===== config.mk =====
export PLATFORM = sky130hd
export DESIGN_NAME = load_unit
export DESIGN_NICKNAME = d
export VERILOG_FILES = /design/src/rtl/load_unit.sv
export SDC_FILE = /design/constraint.sdc
export NUM_CORES = 1
export LEC_CHECK = 0
export ABC_AREA = 1
export CORE_ASPECT_RATIO = 2
export CORE_MARGIN = 3
export CORE_UTILIZATION = 45
export CTS_BUF_LIST = sky130_fd_sc_hd__clkbuf_2
export DETAILED_ROUTE_END_ITERATION = 10
export GPL_TIMING_DRIVEN = 0
export PLACE_DENSITY = 0.93
export SYNTH_ARGS = -nofsm -noshare
export SYNTH_HDL_FRONTEND = slang
export SYNTH_SLANG_ARGS = --single-unit

===== constraint.sdc =====
create_clock -name clock -period 5.4 [get_ports clock]
set_input_delay 1.08 -clock clock [delete_from_list [all_inputs] [get_ports clock]]
set_output_delay 1.08 -clock clock [all_outputs]
set_load 0.02 [all_outputs]

===== src/rtl/load_unit.sv =====
// Load functional unit: issues one word read per accepted load, extracts/extends the addressed lane, broadcasts on the CDB.
// Optional macro LOAD_MISALIGN_CHECK_EN adds cdbException and short-circuits misaligned LH/LHU/LW to an exception broadcast.
module load_unit (
  input  logic        clock,
  input  logic        reset,
  input  logic        loadEnable,
  input  logic [31:0] data_in,
  input  logic [2:0]  type_in,
  input  logic [5:0]  robNum_in,
  output logic        busy,
  output logic        mem_req,
  output logic [31:0] mem_addr,
  input  logic        mem_ack,
  input  logic [31:0] mem_rdata,
  output logic        cdb_req,
  input  logic        cdb_grant,
  output logic        cdbIscast,
  output logic [31:0] cdbData,
  output logic [5:0]  cdbRobNum
`ifdef LOAD_MISALIGN_CHECK_EN
  ,
  output logic        cdbException
`endif
);

  typedef enum logic [1:0] {
    IDLE  = 2'b00,
    REQ   = 2'b01,
    WAIT  = 2'b10,
    BCAST = 2'b11
  } state_t;

  state_t      state_q, state_d;
  logic [31:0] addr_q, addr_d;
  logic [1:0]  lane_q, lane_d;
  logic [2:0]  type_q, type_d;
  logic [5:0]  rob_q, rob_d;
  logic [31:0] data_q, data_d;
  logic        accept;
  logic        mem_done;
  logic        misaligned;
`ifdef LOAD_MISALIGN_CHECK_EN
  logic        exc_q, exc_d;
`endif

  // Subtypes 011/110/111 fall through to the word path.
  function automatic logic [31:0] extract(input logic [31:0] w,
                                          input logic [1:0]  lane,
                                          input logic [2:0]  typ);
    logic [7:0]  b;
    logic [15:0] h;
    b = w[{lane, 3'b000} +: 8];
    h = lane[1] ? w[31:16] : w[15:0];
    case (typ)
      3'b000:  extract = {{24{b[7]}}, b};
      3'b100:  extract = {24'b0, b};
      3'b001:  extract = {{16{h[15]}}, h};
      3'b101:  extract = {16'b0, h};
      default: extract = w;
    endcase
  endfunction

  assign accept   = (state_q == IDLE) && loadEnable;
  assign mem_done = ((state_q == REQ) || (state_q == WAIT)) && mem_ack;

`ifdef LOAD_MISALIGN_CHECK_EN
  always_comb begin
    misaligned = 1'b0;
    case (type_in)
      3'b000, 3'b100: misaligned = 1'b0;
      3'b001, 3'b101: misaligned = data_in[0];
      default:        misaligned = (data_in[1:0] != 2'b00);
    endcase
  end
`else
  assign misaligned = 1'b0;
`endif

  always_comb begin
    state_d = state_q;
    case (state_q)
      IDLE:    if (loadEnable) state_d = misaligned ? BCAST : REQ;
      REQ:     state_d = mem_ack ? BCAST : WAIT;
      WAIT:    if (mem_ack) state_d = BCAST;
      BCAST:   if (cdb_grant) state_d = IDLE;
      default: state_d = IDLE;
    endcase
  end

  always_comb begin
    addr_d = addr_q;
    lane_d = lane_q;
    type_d = type_q;
    rob_d  = rob_q;
    data_d = data_q;
`ifdef LOAD_MISALIGN_CHECK_EN
    exc_d  = exc_q;
`endif
    if (accept) begin
      addr_d = {data_in[31:2], 2'b00};
      lane_d = data_in[1:0];
      type_d = type_in;
      rob_d  = robNum_in;
`ifdef LOAD_MISALIGN_CHECK_EN
      exc_d  = misaligned;
      if (misaligned) data_d = 32'b0;
`endif
    end else if (mem_done) begin
      data_d = extract(mem_rdata, lane_q, type_q);
    end
  end

  always_ff @(posedge clock or posedge reset) begin
    if (reset) begin
      state_q <= IDLE;
      addr_q  <= 32'b0;
      lane_q  <= 2'b0;
      type_q  <= 3'b0;
      rob_q   <= 6'b0;
      data_q  <= 32'b0;
`ifdef LOAD_MISALIGN_CHECK_EN
      exc_q   <= 1'b0;
`endif
    end else begin
      state_q <= state_d;
      addr_q  <= addr_d;
      lane_q  <= lane_d;
      type_q  <= type_d;
      rob_q   <= rob_d;
      data_q  <= data_d;
`ifdef LOAD_MISALIGN_CHECK_EN
      exc_q   <= exc_d;
`endif
    end
  end

  assign busy      = (state_q != IDLE);
  assign mem_req   = (state_q == REQ) || (state_q == WAIT);
  assign mem_addr  = addr_q;
  assign cdb_req   = (state_q == BCAST);
  assign cdbIscast = (state_q == BCAST);
  assign cdbData   = data_q;
  assign cdbRobNum = rob_q;
`ifdef LOAD_MISALIGN_CHECK_EN
  assign cdbException = exc_q;
`endif

endmodule


==> results of run 1 <==
placed cells by master, fill, tap and decap left out, drive strengths merged, types with 4 or more instances in the layout:
| master | count |
|---|---|
| inv | 51 |
| nand4 | 5 |
| dfrtp | 75 |
| nand2 | 220 |
| nor2 | 10 |
| a21oi | 39 |
| ha | 5 |
| clkdlybuf4s50 | 149 |
| o21ai | 16 |
| clkinv | 4 |
| clkbuf | 18 |
| buf | 20 |
| nand3 | 28 |
| or2 | 16 |
| a31oi | 6 |
path summary, 6_finish.rpt:
kind                             startpoint     endpoint  slack, ns  cells after the start
worst max-delay path             state_q[0]      mem_req       2.27                      3
worst min-delay path            cdbData[10]  cdbData[10]       0.51                      2
worst max register to register   state_q[0]   cdbData[7]       3.52                      9
worst min register to register  cdbData[10]  cdbData[10]       0.51                      2
max in group asynchronous             reset   state_q[1]       3.72                      2
min in group asynchronous             reset  mem_addr[3]       1.06                      2
layer usage:
layer,up-vias,GRT usage (%)
met5,-,0
met4,0,15.27
met3,29,6.647
met2,135,45.70
met1,1786,23.28
li1,1871,-
stage by stage:
stage	utilization [%]	instance area (um^2)
3_5_place_dp	65.76	5492
2_1_floorplan	-	3875
4_1_cts	67.13	5605
3_3_place_gp	65.73	5489
6_report	67.13	5605
5_1_grt	67.13	5605
logic make-up (layout without fill, tap and decap cells):
logic type | after synthesis | after routing | share of synthesized area [%]
other | 1 | 2 | 0.09687
adder cells (fa/ha/maj) | 5 | 5 | 1.616
AND/OR/NAND/NOR | 279 | 279 | 32.03
AO/OA/AOI/OAI | 62 | 62 | 8.242
flip-flops | 75 | 75 | 48.48
buffers and inverters | 80 | 245 | 9.534
area by class of cell:
class | count | area, um^2
tap | 98 | 122.6
multi-input combinational | 348 | 1629
buffer | 29 | 175.2
sequential | 75 | 1877
inverter | 51 | 196.4
clock buffer | 9 | 45.04
timing repair buffer | 149 | 1491
clock inverter | 7 | 68.82
fill | 690 | 2745
state kept, by name, summed over array words and instances (netlist names):
name and flops:
type_q 3, cdbData 32, mem_addr 30, state_q 2, cdbRobNum 6, lane_q 2
report_power, final:
group          switching, mW  internal, mW
clock network          0.210         0.105
logic                   1.22         0.905
registers              0.163         0.834
critical path, delay by kind of cell, from the launching register on:
family     cells  cell delay [ns]
buf+inv        2             0.74
flops          1             0.43
fa+ha+maj      1             0.36
cell usage after synthesis:
cell      instances  share of area [%]
nand2_1         214                 21
dfrtp_1          75                 48
inv_1            46                4.5
a21oi_1          39                5.0
nand3_1          15                1.9
nand3_2          13                3.4
or2_1            13                2.1
buf_2            11                1.4
o21ai_0          11                1.4
clkbuf_1          9               0.87
nor2_1            8               0.78
a31oi_1           6               0.97
buf_6             5                1.5
ha_1              5                1.6
nand4_1           5               0.81
o21ai_1           5               0.65
buf_4             4               0.78
inv_2             4               0.39
nand2_2           3               0.48
nand2_4           3               0.87
or2_2             3               0.48
conb_1            1              0.097
inv_4             1               0.16
nor2_2            1               0.16
nor2_4            1               0.29
o22ai_1           1               0.16
==> metrics.txt, run 1 <==
Worst Max-Slew Pin Slew=0.9326 ns; DIE WIDTH=71.59 um; vias in the first global route=4058; number of port buffers=149; final worst slack=2.269 ns; CTS tree=done; WHS=0.5109 ns; DRT iter0 DRCs=207; Tot Pwr=3.436 mW; Worst path slowest cell=clkdlybuf4s50_1; uppermost layer routed=met4; via count=3821; routed vias/inst=4.988; Synth Cell Area=3871 um^2; Setup TNS=0 ns; wire length on met1=4104 um; cell chain of the critical path=inv_1 -> ha_1 -> clkdlybuf4s50_1; CTS root buf=clkbuf_2; dpl cells=750; Fmax achieved=319.4 MHz; leakage power=2.800 nW; flops & latches, synth=75; Slew headroom=37.83%; CORE AREA=8351 um^2; wire length per cell=15.33 um; ratio of cells with drive above 1 in the final layout=9.880%; remaining antenna violation count after routing=0; Max-Cap Viols=0; Seq/Total Area, Yosys=48.48%; Largest stage delay, worst path=0.62 ns; Post-Syn Instances=502; final net count=746; row cnt=47; I/O Pins=152; routed wire length=11740 um; unrepaired setup endpoints after global routing=false; Ys Warns=0; Min-Delay Path Class=reg2reg; drt drc=0; total congestion overflow=0; Worst Path Required=4.32 ns; PostCTS Resize Cnt=0; hpwl dp=9131 um; drt pass-1 iters=4; clock transition at the registers of the reported paths=0.20 ns; Final Critical Period=3.131 ns; Initial Utilization=46.36%; die area=9819 um^2; Final Max Tran Viols=0; H-Tree Depth=3; post-CTS setup buffer count=0; status=completed; met3 WL=760 um; Non-Filler Instances=766; library cells used by synthesis=26; Longest Clk Path Bufs=2; largest net degree at the start of global routing=76; worst skew pair latency=0.54 ns; n_diodes=0; GR Util All Layers=24.67%; Crit Path Class=reg2out; Setup crit start kind=register; Hold Vio Cnt, Final=0; CTS Hold Bufs=0; WL met2=6363 um; synthesized area per cell=7.712 um^2; final setup fails=0; Worst Path Max Fanout=5; TritonCTS Buffers=9; CP Capture Type=output port; first-pass GRT wire length=18690 um; initial antenna violation count=0; pre-CTS setup slack=2.671 ns; clock sinks=75; peak supply drop=0.3070 mV; skew final=0.02592 ns; Layout area overhead=44.80%; final worst path period share=57.99%; gpl congestion=0.9281; Die Y=137.2 um; Power Density=613.0 nW/um^2; crit path DAT=2.05 ns
Power figures use the tool's default switching activity.
==> run 2: changes to the inputs <==
==> constraint.sdc (replaced) <==
create_clock -name clock -period 3.2 [get_ports clock]
set_input_delay 0.64 -clock clock [delete_from_list [all_inputs] [get_ports clock]]
set_output_delay 0.64 -clock clock [all_outputs]
set_load 0.02 [all_outputs]
==> results of run 2 <==
Same layout as run 1 (identical final DEF). Status: completed.
Main changes from that run: setup slack after placement 2.671 ns -> 0.9111 ns; setup slack after layout 2.269 ns -> 0.5087 ns; register-to-register setup slack 3.52 ns -> 1.32 ns; total power 3.436 mW -> 5.799 mW; worst IR drop on VDD 0.3070 mV -> 0.5180 mV
==> run 3: changes to the inputs <==
==> constraint.sdc (replaced) <==
create_clock -name clock -period 2.5 [get_ports clock]
set_input_delay 0.5 -clock clock [delete_from_list [all_inputs] [get_ports clock]]
set_output_delay 0.5 -clock clock [all_outputs]
set_load 0.02 [all_outputs]
==> run 3 against run 2 <==
Compared with the run above:
- via count did not move
- critical path type unchanged
- first-iteration DRC count is 5.3% higher
- largest power group unchanged
- routed wire length hardly changed
- sequential cell count did not move
- utilization barely moved
- sequential share of layout area about the same
- sequential power is 28% higher
- cell area about the same
- non-clock buffer count did not move
- highest routed layer unchanged
- critical path depth is the same
- die area did not move
==> metrics.txt, run 3 (synthesized netlist as in run 1, its figures left out) <==
DRT iter0 DRCs=218; Critical path buffers and inverters=2; Slew headroom=37.85%; Power Density=1322 nW/um^2; remaining antenna violation count after routing=0; routed wire length=11750 um; Setup TNS=0 ns; ratio of cells with drive above 1 in the final layout=9.880%; Crit Path Class=reg2out; Longest Clk Path Bufs=2; total congestion overflow=0; die area=9819 um^2; peak supply drop=0.6631 mV; via count=3821; n_diodes=0; Largest stage delay, worst path=0.59 ns; Fmax achieved=419.1 MHz; gpl congestion=0.9281; TritonCTS Buffers=9; Register-to-Register Path Depth=9; Reg area=1877 um^2; most frequent cells in the layout=nand2_1, clkdlybuf4s50_1, dfrtp_1, inv_1, a21oi_1; status=completed; Hold Vio Cnt, Final=0; Setup crit start kind=register; Final Max Tran Viols=0; area post-placement=5492 um^2; critical path's top delay family=buffers and inverters; clock transition at the registers of the reported paths=0.22 ns; Max-Cap Viols=0; P_sw=3.441 mW; hpwl dp=9131 um; clock share of power=9.2%; final worst slack=0.1141 ns; final worst path period share=95.43%; max reg flops=32; final design utilization=67.10%; Layout area overhead=44.73%; CTS tree=done; Final Instance Area=5603 um^2; Seq pwr share=29.1%; Sw Share=46.47%; drt drc=0; Non-Filler Instances=766; Worst Max-Slew Pin Slew=0.9323 ns; Tot Pwr=7.406 mW; clock sinks=75; row cnt=47; Internal=3.964 mW; CTS Hold Bufs=0; leading cell type in the layout, fill and taps excluded=nand2_1; Worst Path Required=2.00 ns; final net count=746; drt pass-1 iters=4; wire length per cell=15.34 um; worst skew pair latency=0.54 ns; skew final=0.02597 ns; leakage power=2.800 nW; fill count=692; largest net degree at the start of global routing=76; Min-Delay Path Class=in2reg; CP Capture Type=output port; routed vias/inst=4.988; Die Y=137.2 um; crit path DAT=1.89 ns; WHS=0.4558 ns; instance count on the critical path=3; number of port buffers=149; DIE WIDTH=71.59 um; cell chain of the critical path=ha_1 -> buf_4 -> clkdlybuf4s50_1; Hold Crit Depth=3; Combinational Power Share=61.7%; GR Util All Layers=24.66%; dpl cells=750; multi-input logic area=1629 um^2; pre-CTS setup slack=0.3511 ns; vias in the first global route=4057; final setup fails=0; I/O Pins=152; H-Tree Depth=3; unrepaired setup endpoints after global routing=false; Worst path slowest cell=clkdlybuf4s50_1; CORE AREA=8351 um^2; first-pass GRT wire length=18680 um; initial antenna violation count=0; Worst Path Max Fanout=4; Final Critical Period=2.386 ns; Initial Utilization=46.36%; CTS root buf=clkbuf_2
run 3: changes by cell type in the layout (fill, tap and decap cells not counted), sizes merged:
cell / delta
dlygate4sd2: +2
clkdlybuf4s50: -2
run 3: final cells by class:
class,instances,area share (%)
Timing Repair Buffer,149,26.57
Buffer,29,3.126
Clock inverter,7,1.228
Multi-Input combinational cell,348,29.08
Clock buffer,9,0.8039
Inverter,51,3.506
Tap cell,98,2.188
Sequential cell,75,33.50
run 3: worst paths after layout:
kind / from / to / slack, ns
worst max-delay path: state_q[1] / cdb_req / 0.11
worst min-delay path: robNum_in[2] / cdbRobNum[2] / 0.46
worst max register to register: state_q[0] / cdbData[7] / 0.62
worst min register to register: cdbData[10] / cdbData[10] / 0.51
max in group asynchronous: reset / state_q[1] / 1.40
min in group asynchronous: reset / mem_addr[3] / 0.47
run 3: worst min-delay path: stages:
cell and delay [ns]:
clkdlybuf4s50_1 0.39, nand2_1 0.06, nand2_1 0.04
run 3: routing by layer:
| layer | part of all wire (%) | GRT usage, % | vias up |
|---|---|---|---|
| li1 | - | - | 1870 |
| met1 | 35 | 23.23 | 1787 |
| met2 | 54 | 45.70 | 135 |
| met3 | 6.5 | 6.647 | 29 |
| met4 | 4.4 | 15.27 | 0 |
| met5 | 0 | 0 | - |
run 3: power groups by stage:
stage	registers [mW]	logic, mW	clock network, mW
after CTS	2.16	4.60	0.702
after global placement	2.14	4.50	0
after floorplan	2.77	2.10	0
after detailed placement	2.17	4.61	0
final	2.15	4.57	0.681
after global routing	2.22	5.00	0.748
run 3: what timing repair did:
| item | CTS | global route |
|---|---|---|
| resized for setup | 2 | 0 |
| setup endpoints to repair | 2 | 0 |
| buffers inserted | 0 | 0 |
| endpoints found under the hold margin | 0 | 0 |
==> edit (flow settings as in run 2) <==
Add a define of `LOAD_MISALIGN_CHECK_EN`.
--- a/src/rtl/load_unit.sv
+++ b/src/rtl/load_unit.sv
@@ -1,5 +1,7 @@
 // Load functional unit: issues one word read per accepted load, extracts/extends the addressed lane, broadcasts on the CDB.
 // Optional macro LOAD_MISALIGN_CHECK_EN adds cdbException and short-circuits misaligned LH/LHU/LW to an exception broadcast.
+`define LOAD_MISALIGN_CHECK_EN
+
 module load_unit (
   input  logic        clock,
   input  logic        reset,
Behaviour (old outputs only; new: cdbException): not the same (Yosys sat finds a counterexample within 4 cycles, from zero or initial values and one cycle with reset high).
==> edit against run 2 <==
Wire length is 5.1% higher. Die area down 2.2%. Total power down 2.2%. Setup slack improved by 0.029 ns. Area after synthesis is 2.4% lower. Sequential cell count rose by 1. Critical path depth unchanged. Design area fell by 1.1%. Largest power group unchanged. Highest routed layer unchanged.
==> edit: results (changes against run 2) <==
Total GRT Usage=0.261 (was 0.247); largest net degree at the start of global routing=77 (was 76); worst hold start=cdbData[16] (was cdbData[10]); sequential share of the synthesized area=0.503 (was 0.485); CTS max path bufs=2 (unchanged); HP Class=reg2reg (unchanged); Worst R2R Path Depth=8 (was 9); H-tree Lvls=3 (unchanged); clk slew on worst S/H paths=0.22 ns (was 0.20 ns); WHS=0.507 ns (was 0.511 ns); DP Cell Count=767 (was 750); Clock Root Buffer=clkbuf_2 (unchanged); DR vias=3972 (was 3821); max FFs per register=32 (unchanged); peak per-stage delay on the critical path=0.62 ns (about the same); top post-synthesis cells by count=nand2_1, dfrtp_1, inv_1 (unchanged); Clk Latency, worst-skew pair=0.54 ns (about the same); Num CTS Buffers=9 (unchanged); placed cell areas=5410 um^2 (was 5490 um^2); Post-Route WL=12.3 mm (was 11.7 mm); DRT Pass-1 Iters=5 (was 4); vias in the first global route=4168 (was 4058); Final Wtd Congestion=1.00 (was 0.928); CP arrival=2.02 ns (was 2.05 ns); main area contributors after synthesis=dfrtp_1, nand2_1, inv_1, a21oi_1, nor2_1 (was dfrtp_1, nand2_1, a21oi_1, inv_1, nand3_2); layout cells sized above 1=0.0539 (was 0.0988); dpl ws=0.935 ns (was 0.911 ns); R2R setup slack=1.29 ns (was 1.32 ns); number of synthesis warnings=0 (unchanged); initial antenna violation count=0 (unchanged); WHS Endpoint=cdbData[16] (was cdbData[10]); clk_skew=0.0346 ns (was 0.0259 ns); Reg2Reg Launch Point=state_q[0] (unchanged); worst slew pin tran=0.921 ns (was 0.933 ns); Distinct cells, synth=26 (unchanged); worst hold path depth=2 (unchanged); first-pass GRT wire length=19.6 mm (was 18.7 mm); dpl hpwl=9.63 mm (was 9.13 mm); leakage=2.88 nW (was 2.80 nW); Worst IR Drop VDD=0.575 mV (was 0.518 mV); run status=finished clean (unchanged); Syn Inst Count=520 (was 502); worst reg2reg endpoint=cdbData[10] (was cdbData[7]); number of port buffers=150 (was 149); initial DRC count=268 (was 207); WL per Instance=15.8 um (was 15.3 um)
[edit: cell types whose count changed after synthesis, moves of 3 or more]
cell / delta
inv_1: -8
o21ai_1: -5
a21oi_1: -13
nand3_2: -13
clkbuf_1: +3
or2_1: -13
a31oi_1: -5
nand2_1: +58
buf_2: -4
o21ai_0: +4
buf_6: -3
nor2_1: +18
[edit: how the worst max path moves through the flow]
| stage | start | to | slack [ns] |
|---|---|---|---|
| 6_report | state_q[0] | mem_req | 0.54 |
| 3_3_place_gp | reset | cdbData[8] | -0.51 |
| 5_1_grt | state_q[0] | mem_req | 0.42 |
| 2_1_floorplan | reset | cdbData[0] | 0.62 |
| 3_5_place_dp | loadEnable | cdbData[17] | 0.94 |
| 4_1_cts | state_q[0] | mem_req | 0.51 |
[edit: layer usage]
| metal | wire (um) | vias to the layer above | track usage |
|---|---|---|---|
| met3 | 797 | 47 | 0.0684 |
| met2 | 6680 | 182 | 0.485 |
| met1 | 4210 | 1831 | 0.253 |
| met4 | 655 | 0 | 0.144 |
| li1 | - | 1912 | - |
| met5 | 0 | - | 0 |
[edit: final cells by class]
class / instances / area, um^2
plain buffers: 25 / 129
flip-flops and latches: 76 / 1900
clock inverters: 6 / 88.8
multi-input cells: 379 / 1600
well taps: 96 / 120
repair buffers: 150 / 1500
clock buffers: 10 / 50.0
fillers: 674 / 2510
inverters: 41 / 156
[edit: cell families after synthesis]
group,after synthesis,share of synthesized area
and+or+nand+nor,326,0.341
DFF,76,0.503
buffers and inverters,66,0.0748
AOI/OAI and AO/OA,46,0.0636
adders and majority gates,5,0.0166
other,1,0.000992
[edit: where the power goes]
group          switching (W)  internal [W]  total, W
Combinational        0.00198       0.00139   0.00337
Sequential          0.000282       0.00140   0.00168
Clock               0.000354      0.000262  0.000616
